## src/rtl/pipe_stage_regs.sv

```systemverilog
// rtl/pipe_stage_regs.sv - F/D, D/E, E/M, M/W pipeline latches with stall/flush control,
// event counters and a stall watchdog.
module pipe_stage_regs #(
  parameter int DW          = 16,
  parameter int CW          = 8,
  parameter int STALL_LIMIT = 8
) (
  input  logic          clk,
  input  logic          rst,
  input  logic [DW-1:0] pc_in,
  input  logic [DW-1:0] instr_in,
  input  logic [CW-1:0] ctl_in,
  input  logic [2:0]    dest_in,
  input  logic          if_stall,
  input  logic          FD_NOP,
  input  logic          DE_NOP,
  input  logic          EM_NOP,
  input  logic          MW_NOP,
  output logic          pc_hold,
  output logic          fd_valid,
  output logic [DW-1:0] fd_pc,
  output logic [DW-1:0] fd_instr,
  output logic          de_valid,
  output logic [CW-1:0] de_ctl,
  output logic [2:0]    de_dest,
  output logic          em_valid,
  output logic [CW-1:0] em_ctl,
  output logic [2:0]    em_dest,
  output logic          mw_valid,
  output logic [CW-1:0] mw_ctl,
  output logic [2:0]    mw_dest,
  output logic [1:0]    state,
  output logic [15:0]   stall_cnt,
  output logic [15:0]   bubble_cnt,
  output logic          stall_err
);

  typedef enum logic [1:0] {
    S_RUN   = 2'b00,
    S_HOLD  = 2'b01,
    S_FLUSH = 2'b10
  } state_t;

  localparam int RW = $clog2(STALL_LIMIT + 1);

  state_t        cur_state;
  state_t        nxt_state;
  logic [RW-1:0] run_cnt;
  logic          flush;
  logic          de_squash;
  logic          any_squash;

  assign pc_hold    = if_stall & ~FD_NOP;
  assign flush      = FD_NOP & DE_NOP;
  assign de_squash  = DE_NOP | if_stall;
  assign any_squash = FD_NOP | de_squash | EM_NOP | MW_NOP;
  assign state      = cur_state;

  always_comb begin
    nxt_state = S_RUN;
    case (cur_state)
      // A flush lasts one cycle; only a repeated flush request extends it.
      S_FLUSH: nxt_state = flush ? S_FLUSH : S_RUN;
      default: begin
        if (flush)        nxt_state = S_FLUSH;
        else if (pc_hold) nxt_state = S_HOLD;
        else              nxt_state = S_RUN;
      end
    endcase
  end

  always_ff @(posedge clk or negedge rst) begin
    if (!rst) begin
      cur_state <= S_RUN;
    end else begin
      cur_state <= nxt_state;
    end
  end

  always_ff @(posedge clk or negedge rst) begin
    if (!rst) begin
      fd_valid <= 1'b0;
      fd_pc    <= '0;
      fd_instr <= '0;
      de_valid <= 1'b0;
      de_ctl   <= '0;
      de_dest  <= '0;
      em_valid <= 1'b0;
      em_ctl   <= '0;
      em_dest  <= '0;
      mw_valid <= 1'b0;
      mw_ctl   <= '0;
      mw_dest  <= '0;
    end else begin
      if (FD_NOP) begin
        fd_valid <= 1'b0;
        fd_pc    <= '0;
        fd_instr <= '0;
      end else if (!if_stall) begin
        fd_valid <= 1'b1;
        fd_pc    <= pc_in;
        fd_instr <= instr_in;
      end

      if (de_squash) begin
        de_valid <= 1'b0;
        de_ctl   <= '0;
        de_dest  <= '0;
      end else begin
        de_valid <= fd_valid;
        de_ctl   <= ctl_in;
        de_dest  <= dest_in;
      end

      if (EM_NOP) begin
        em_valid <= 1'b0;
        em_ctl   <= '0;
        em_dest  <= '0;
      end else begin
        em_valid <= de_valid;
        em_ctl   <= de_ctl;
        em_dest  <= de_dest;
      end

      if (MW_NOP) begin
        mw_valid <= 1'b0;
        mw_ctl   <= '0;
        mw_dest  <= '0;
      end else begin
        mw_valid <= em_valid;
        mw_ctl   <= em_ctl;
        mw_dest  <= em_dest;
      end
    end
  end

  always_ff @(posedge clk or negedge rst) begin
    if (!rst) begin
      stall_cnt  <= '0;
      bubble_cnt <= '0;
      run_cnt    <= '0;
      stall_err  <= 1'b0;
    end else begin
      if (pc_hold && stall_cnt != 16'hFFFF)
        stall_cnt <= stall_cnt + 16'd1;
      if (any_squash && bubble_cnt != 16'hFFFF)
        bubble_cnt <= bubble_cnt + 16'd1;
      if (!if_stall)
        run_cnt <= '0;
      else if (run_cnt != RW'(STALL_LIMIT))
        run_cnt <= run_cnt + RW'(1);
      // Flag on the edge where the run length reaches the limit.
      if (if_stall && run_cnt == RW'(STALL_LIMIT - 1))
        stall_err <= 1'b1;
    end
  end

endmodule
```

## config.mk

```make
export PLATFORM = sky130hd
export DESIGN_NAME = pipe_stage_regs
export DESIGN_NICKNAME = d
export VERILOG_FILES = /design/src/rtl/pipe_stage_regs.sv
export SDC_FILE = /design/constraint.sdc
export NUM_CORES = 1
export LEC_CHECK = 0
export BUFFER_PORTS_ARGS = -buffer_cell sky130_fd_sc_hd__buf_4
export CAP_MARGIN = 20
export CORE_MARGIN = 4
export CORE_UTILIZATION = 33
export CTS_CLUSTER_DIAMETER = 200
export DETAILED_ROUTE_END_ITERATION = 8
export SETUP_SLACK_MARGIN = 0.5
export SLEW_MARGIN = 20
export SYNTH_ARGS = -nofsm -noshare
export SYNTH_HDL_FRONTEND = slang
export SYNTH_SLANG_ARGS = --single-unit
```

## constraint.sdc

```tcl
create_clock -name clk -period 4.1 [get_ports clk]
set_input_delay 0.41 -clock clk [delete_from_list [all_inputs] [get_ports clk]]
set_output_delay 0.41 -clock clk [all_outputs]
set_load 0.005 [all_outputs]
```

==> reports/results.ini <==
[global_routing]
met2_usage_pct=18.6
grtUsageMet3_pct=3.27
grt_busiest_layer=met2
grt_overflow=0
antenna_found_initial=0
grt_pass1_wl_mm=15.2
grt_pass1_vias=3014
grtUsageMet1_pct=18.2
grt_max_degree=83
grt_usage_pct=12.7

[floorplanning]
fp-row-count=41
die_h_um=122
floorplan.initialDensity_pct=33.9
die_area_sq_mm=0.0150
core_sq_mm=0.0127
ios=155
die_w_um=122

[worst_setup_path]
critPathLaunchType=input port
crit_path_end_kind=register
r2r_start=stall_cnt[0]
setup.worst_path.start=if_stall
cpPeakStageDelay_ps=500
worstPathCellList=buf_4 > nand2b_1 > nor3_1 > o21ai_0 > nor3_1 > xor2_1
critPathMostFrequentCell=nor3_1
cpMaxStageDelayCell=buf_4
required_ps=4360
crit_type=input port to register
worstSetupEndpoint=stall_cnt[14]
timing.rr.end=stall_cnt[14]
critPathArrivalTime_ps=2140
reg2reg_slack_ps=2360
crit_fanout=42
reg2regPathDepth=6

[clock_network]
cts-hold-fix-buffers=0
clkTransAtPathRegs_ps=70
numCtsBuffers=9
clock_sinks=108
cts_tree=built
clock_latency_ps=330
cts-root-buf=clkbuf_16
htree_levels=3
cts_buffer_depth=2
cts.repair.resized=0
post_cts_buffers=0

[layout]
layout_commonest_cell=buf_4
area_delta_synth_final_pct=37.1
drive_above_1_share_pct=36.7
nNetsFinal=553
fin_util_pct=46.5
final_cell_mix=buf_4 (154), dfrtp_1 (108), nor2_1 (40)
diodes=0

[sta]
finClkSkew_ps=3.52
fmax_mhz=533
final-hold-violation-count=0
fin_crit_sh_pct=45.8
slew_headroom_pct=49.7
max_slew.worst_pin.slew_ps=754
slew_violations=0
fin_setup_tns_ps=0
rsz0062_at_grt=no
period_needed_ps=1880
setup_viol_count_final=0

[synth]
synth_warnings=0
synth_top_area_share_pct=62.6
yosys.area.top_type=dfrtp_1
synthFlopType=dfrtp_1
synth_cell_type_count=39
synthCells=345
syn-num-nets=399
ys_ff_latch=108
synth_seq_area_share_pct=62.6
syn_area_per_cell_sq_um=12.5
async_flop_share_pct=100
netlist_top_cells_area=dfrtp_1 (63%), mux2i_1 (7.7%), xnor2_1 (4.5%)
synth_area_sq_mm=0.00432
synth_edf_count=0

[status]
status=finished, final reports clean

[routing]
routed_wl_mm=9.58
avgRoutedWirePerCell_um=14.2
drtAntennaViolNets=0
drc=0
drt_first_iter_violations=153
vias=3029
firstDrtPassIters=4
avgViaCountPerCell=4.48

[power]
leakagePower_uw=0.00302
power_density_mw_per_mm2=431
ir_drop_v=0.000190

[place]
routabilityCongestion=0.779
place_hpwl_mm=7.02
portBuffers=154

[run]
maxCapViolations=0

[min_path]
hp-class=input port to async pin

area by class of cell:
type	instances	area (sq um)
inverter	8	30.0
fill	1183	6810
tap	172	215
clock inverter	7	43.8
timing repair buffer	155	1170
clock buffer	9	225
sequential	108	2700
multi-input combinational	217	1530
worst max-delay path, delay by kind of cell:
| family | cells | cell delay [ps] |
|---|---|---|
| AOI/OAI and AO/OA | 1 | 230 |
| xor gates and xnor gates | 1 | 160 |
| buffers and inverters | 1 | 500 |
| and+or+nand+nor | 3 | 820 |
synthesized netlist by cell type, types with 2 or more instances:
master	count
a21oi_1	4
and2_1	14
and3_1	6
buf_2	5
clkbuf_1	7
dfrtp_1	108
ha_1	4
inv_1	8
mux2i_1	33
nand2_1	12
nand2b_1	2
nand3_1	9
nand4_1	11
nor2_1	40
nor2b_1	25
nor3_1	4
o21ai_0	2
xnor2_1	22
xor2_1	9
through the flow:
stage	setup WS [ps]	std cells	hold slack, ps	instance area (sq um)	power [uW]
floorplan	2380	345	114	4320	1510
global placement	1950	660	459	5640	1790
detailed placement	1890	660	460	5640	1800
CTS	2210	676	247	5910	2600
global route	2070	676	166	5920	2700
finish	2220	676	93.4	5920	2550
how the worst min path moves through the flow:
| stage | end | cells past startpoint |
|---|---|---|
| 2_1_floorplan | bubble_cnt[0] | 0 |
| 3_3_place_gp | stall_err | 1 |
| 3_5_place_dp | stall_err | 1 |
| 4_1_cts | de_valid | 2 |
| 5_1_grt | bubble_cnt[9] | 1 |
| 6_report | bubble_cnt[9] | 1 |
flip-flops by register name, summed over array words and instances, names as in the netlist, 2 cells and up:
name / count
bubble_cnt: 16
de_ctl: 8
de_dest: 3
em_ctl: 8
em_dest: 3
fd_instr: 16
fd_pc: 16
mw_ctl: 8
mw_dest: 3
run_cnt: 4
stall_cnt: 16
state: 2
cells by family after synthesis:
logic type,synth area share (%)
adders and majority gates,1.16
DFF,62.6
buffers and inverters,1.88
xor gates and xnor gates,6.29
AOI/OAI and AO/OA,2.17
and+or+nand+nor,17.6
muxes,8.26
metal layers:
layer  share of wire (%)  wire length (um)  up-vias
met2                  44              4240      115
li1                    -                 -     1448
met4                 1.5               141        0
met3                 8.2               786       12
met5                   0                 0        -
met1                  46              4410     1454
report_power, final:
group | internal, uW | total (uW) | switching, uW
Sequential | 1170 | 1300 | 129
Combinational | 273 | 465 | 192
Clock | 409 | 781 | 373
Total | 1860 | 2550 | 694
Note: power is estimated with default switching activity, not from simulation.
